`src/rtl/dac_pkg.sv`:
```
// dac_pkg: shared DAC datapath width and interpolator state encoding
package dac_pkg;
   localparam int DAC_DW = 24;
   typedef enum logic [1:0] {
      S_EMPTY     = 2'd0,
      S_WAIT_IN   = 2'd1,
      S_WAIT_HALF = 2'd2
   } interp_state_t;
endpackage

```
`src/rtl/interp_avg2.sv`:
```
// interp_avg2: combinational signed average of two samples, floor by default
// INTERP_ROUND_EN rounds half toward +inf instead
module interp_avg2
   import dac_pkg::*;
#(
   parameter int DW = DAC_DW
) (
   input  logic signed [DW-1:0] a,
   input  logic signed [DW-1:0] b,
   output logic signed [DW-1:0] y
);
   logic signed [DW:0] s;
`ifdef INTERP_ROUND_EN
   assign s = (DW+1)'(a) + (DW+1)'(b) + (DW+1)'(1);
`else
   assign s = (DW+1)'(a) + (DW+1)'(b);
`endif
   assign y = DW'(s >>> 1);
endmodule

```
`src/rtl/interp_lin_x2.sv`:
```
// interp_lin_x2: stereo x2 linear-interpolation upsampler driven by in/out rate strobes
// INTERP_ROUND_EN selects rounded midpoints in interp_avg2
module interp_lin_x2
   import dac_pkg::*;
#(
   parameter int DW = DAC_DW
) (
   input  logic                 clk,
   input  logic                 rst_n,
   input  logic                 in_en,
   input  logic                 out_en,
   input  logic signed [DW-1:0] in_l,
   input  logic signed [DW-1:0] in_r,
   output logic signed [DW-1:0] out_l,
   output logic signed [DW-1:0] out_r,
   output logic                 out_valid,
   output logic                 sync_err
);
   interp_state_t        state_q, state_d;
   logic signed [DW-1:0] cur_l, cur_r, cur_l_d, cur_r_d;
   logic signed [DW-1:0] out_l_d, out_r_d, mid_l, mid_r;
   logic                 valid_d, err_d;

   interp_avg2 #(.DW(DW)) u_avg_l (.a(cur_l), .b(in_l), .y(mid_l));
   interp_avg2 #(.DW(DW)) u_avg_r (.a(cur_r), .b(in_r), .y(mid_r));

   // cur is zero while empty, so the first midpoint blends against zero history
   always_comb begin
      state_d = state_q;
      cur_l_d = in_en ? in_l : cur_l;
      cur_r_d = in_en ? in_r : cur_r;
      out_l_d = out_l;
      out_r_d = out_r;
      valid_d = 1'b0;
      err_d   = sync_err;
      case (state_q)
         S_EMPTY: begin
            if (in_en && out_en) begin
               out_l_d = mid_l;
               out_r_d = mid_r;
               valid_d = 1'b1;
               state_d = S_WAIT_HALF;
            end else if (out_en) begin
               out_l_d = '0;
               out_r_d = '0;
               valid_d = 1'b1;
            end else if (in_en) begin
               err_d   = 1'b1;
               state_d = S_WAIT_HALF;
            end
         end
         S_WAIT_IN: begin
            if (in_en && out_en) begin
               out_l_d = mid_l;
               out_r_d = mid_r;
               valid_d = 1'b1;
               state_d = S_WAIT_HALF;
            end else if (out_en) begin
               out_l_d = cur_l;
               out_r_d = cur_r;
               valid_d = 1'b1;
               err_d   = 1'b1;
            end else if (in_en) begin
               err_d   = 1'b1;
               state_d = S_WAIT_HALF;
            end
         end
         S_WAIT_HALF: begin
            if (in_en && out_en) begin
               out_l_d = mid_l;
               out_r_d = mid_r;
               valid_d = 1'b1;
               err_d   = 1'b1;
            end else if (out_en) begin
               out_l_d = cur_l;
               out_r_d = cur_r;
               valid_d = 1'b1;
               state_d = S_WAIT_IN;
            end else if (in_en) begin
               err_d   = 1'b1;
            end
         end
         default: state_d = S_EMPTY;
      endcase
   end

   always_ff @(posedge clk or negedge rst_n) begin
      if (!rst_n) begin
         state_q   <= S_EMPTY;
         cur_l     <= '0;
         cur_r     <= '0;
         out_l     <= '0;
         out_r     <= '0;
         out_valid <= 1'b0;
         sync_err  <= 1'b0;
      end else begin
         state_q   <= state_d;
         cur_l     <= cur_l_d;
         cur_r     <= cur_r_d;
         out_l     <= out_l_d;
         out_r     <= out_r_d;
         out_valid <= valid_d;
         sync_err  <= err_d;
      end
   end
endmodule
```
`config.mk`:
```
export PLATFORM = sky130hd
export DESIGN_NAME = interp_lin_x2
export DESIGN_NICKNAME = d
export VERILOG_FILES = /design/src/rtl/dac_pkg.sv /design/src/rtl/interp_avg2.sv /design/src/rtl/interp_lin_x2.sv
export SDC_FILE = /design/constraint.sdc
export NUM_CORES = 1
export LEC_CHECK = 0
export CAP_MARGIN = 30
export CORE_UTILIZATION = 29
export CTS_CLUSTER_DIAMETER = 150
export DETAILED_ROUTE_END_ITERATION = 6
export PLACE_DENSITY = 0.53
export SYNTH_ARGS = -nofsm -noshare
export SYNTH_HDL_FRONTEND = slang
export SYNTH_SLANG_ARGS = --single-unit
```
`constraint.sdc`:
```
create_clock -name clk -period 4.8 [get_ports clk]
set_input_delay 0.96 -clock clk [delete_from_list [all_inputs] [get_ports clk]]
set_output_delay 0.96 -clock clk [all_outputs]
set_load 0.01 [all_outputs]
```
==> results.yml <==
clock_network:
  cts_buffers: 9
  clkSinkCount: 100
  post-cts-setup-buffer-count: 0
  root_buffer: "clkbuf_16"
  htreeDepth: 3
  clockBufferDepth: 2
  cts_hold_buffers: 0
  cts_resized: 0
  clk_latency_ps: 360
  clk_pin_slew_ps: 70
  tritoncts: "yes"
yosys:
  yosysWarnings: 0
  synth_edf_count: 0
  synthesis.area_um2: 6680
  synth_fp_nets: 821
  ys_types: 58
  ys_ff_latch: 100
  synthFlopType: "dfrtp_1"
  syn_inst: 716
  ys_seq_area_frac: 0.375
  syn_area_per_cell_um2: 9.33
  async_reset_ff_frac: 1.00
timing:
  setup_viol: 0
  fmax_mhz: 285
  rsz0062_at_grt: "no"
  relSlewSlack: 0.418
  fin_tns_setup_ps: 0
  maxSlewViolCount: 0
  fin_worst_skew_ps: 8.38
  worst_slack_ps: 1290
  fin_crit_ps: 3510
  finalCritPeriodShare: 0.732
  hold_viol: 0
  max_slew.worst_pin.slew_ps: 872
placed_design:
  io_buffers: 101
  place_ws_ps: 918
  post-dp-hpwl_um: 13200
  gp_congestion: 0.860
floorplanning:
  rows: 55
  die_y_um: 154
  initial_core_util: 0.295
  core_area_um2: 22600
  die_w_um: 154
  io-pin-count: 102
  die-area_um2: 23600
detailed_routing:
  wl_per_cell_um: 17.3
  drt_wl_total_um: 18800
  dr_total_vias: 5674
  drc: 0
  avgViaCountPerCell: 5.22
  first_pass_iters: 7
  drtAntennaViolNets: 0
  drtIter0Drc: 309
setup_path:
  cp.arrival_ps: 3770
  critPathRequiredTime_ps: 5060
  crit_chain: "clkdlybuf4s50_1, and2_1, fa_1, a21o_1, a21o_1, a211oi_1, o21ai_1, a31oi_1, o21bai_1, xnor2_1, a221oi_1"
  cpPeakStageDelay_ps: 430
  path_class: "primary input to flop"
  end_kind: "flop"
  critPathLaunchType: "primary input"
  cpMostUsedCell: "a21o_1"
  critPathMaxFanout: 4
  crit_slowest_cell: "clkdlybuf4s50_1"
grt:
  globalRouteOverflowTotal: 0
  first_global_vias: 5662
  grt_pass1_wl_um: 30600
  grtUsageTotal: 0.164
  grt_max_degree: 61
  antenna_found_initial: 1
job:
  cap_violations: 0
finish:
  nNetsFinal: 901
  syn2layout_area_growth_pct: 23.9
  final_core_util: 0.366
  layout-drive-gt1-share: 0.114
power:
  ir_drop_v: 0.000251
  leakage_uw: 0.00352
  p_per_area_nw_per_um2: 467
outcome:
  status: "finished clean"
worst_hold_path:
  hp-class: "flop to flop"
-- per-layer routing --
layer | track usage | up-vias | share of wire
li1 | - | 2792 | -
met1 | 0.231 | 2751 | 0.50
met2 | 0.253 | 117 | 0.44
met3 | 0.0423 | 14 | 0.047
met4 | 0.0300 | 0 | 0.0083
met5 | 0 | - | 0
-- final timing paths --
kind                            from         to  slack [ps]  depth (start not counted)
max reg2reg                 cur_l[0]  out_l[17]        1940                         10
max                          in_l[0]  out_l[17]        1290                         11
min                        out_r[14]  out_r[14]         490                          2
min in group asynchronous      rst_n  cur_r[12]         510                          1
max in group asynchronous      rst_n   out_l[4]        3400                          2
min reg2reg                out_r[14]  out_r[14]         490                          2
-- worst max-delay path: cells and delay by family --
kind	cells	cell delay, ps
AOI/OAI and AO/OA	7	1650
xor gates and xnor gates	1	140
adders and majority gates	1	410
buffers and inverters	1	430
and+or+nand+nor	1	180
-- power breakdown --
part | total (µW) | internal (µW) | switching (µW) | leakage [µW]
combinational | 1840 | 840 | 997 | 0.00215
clock | 782 | 448 | 335 | 0.000156
sequential | 1240 | 1080 | 163 | 0.00121
-- layout by cell type (no fill, tap or decap), types with 5 or more instances in the layout --
| cell type | instances |
|---|---|
| a211oi_1 | 5 |
| a21o_1 | 22 |
| a21oi_1 | 67 |
| a221oi_1 | 12 |
| a31oi_1 | 27 |
| and3_1 | 21 |
| buf_4 | 9 |
| clkbuf_16 | 9 |
| clkdlybuf4s50_1 | 99 |
| dfrtp_1 | 100 |
| ha_1 | 51 |
| inv_1 | 14 |
| mux2_2 | 48 |
| nand2_1 | 46 |
| nand3_1 | 22 |
| nand4_1 | 10 |
| nor2_1 | 62 |
| o21ai_0 | 35 |
| o21ai_1 | 18 |
| o21bai_1 | 7 |
| xnor2_1 | 20 |
| xor2_1 | 21 |
-- state kept, by name, summed over array words and instances, names as in the netlist --
| signal | cells |
|---|---|
| sync_err | 1 |
| out_l | 24 |
| cur_l | 24 |
| out_valid | 1 |
| state_q | 2 |
| cur_r | 24 |
| out_r | 24 |
-- final cells by class --
| cell class | instances | area [µm²] |
|---|---|---|
| clock inverters | 3 | 43.8 |
| well taps | 285 | 357 |
| inverters | 14 | 52.6 |
| multi-input cells | 562 | 3990 |
| clock buffers | 13 | 270 |
| fillers | 2292 | 14400 |
| flip-flops and latches | 100 | 2500 |
| repair buffers | 109 | 1060 |
| diodes | 1 | 2.50 |
-- metrics by stage --
stage / total power (µW) / hold slack [ps] / area (µm²) / instances
floorplan: 2310 / 499 / 6680 / 716
global placement: 3110 / 475 / 7960 / 1070
detailed placement: 3110 / 483 / 7960 / 1070
CTS: 3910 / 499 / 8280 / 1086
global route: 4150 / 518 / 8280 / 1086
finish: 3860 / 491 / 8280 / 1087
-- cell families after synthesis --
group,after synthesis,share of synthesized area
xor+xnor,41,0.0538
fa+ha+maj,53,0.102
flops,100,0.375
buf+inv,54,0.0307
simple gates,190,0.135
mux,49,0.0832
compound gates,229,0.221
-- synthesized netlist by cell type, types with 18 or more instances --
library cell / n / area share
dfrtp_1: 100 / 0.37
a21oi_1: 67 / 0.050
nor2_1: 64 / 0.036
ha_1: 51 / 0.096
mux2_2: 48 / 0.081
nand2_1: 46 / 0.026
o21ai_0: 35 / 0.026
clkbuf_1: 29 / 0.016
a31oi_1: 27 / 0.025
a21o_1: 22 / 0.025
nand3_1: 22 / 0.016
and3_1: 21 / 0.020
xor2_1: 21 / 0.028
xnor2_1: 20 / 0.026
o21ai_1: 18 / 0.013
No activity file was read; power rests on OpenSTA's default activity.
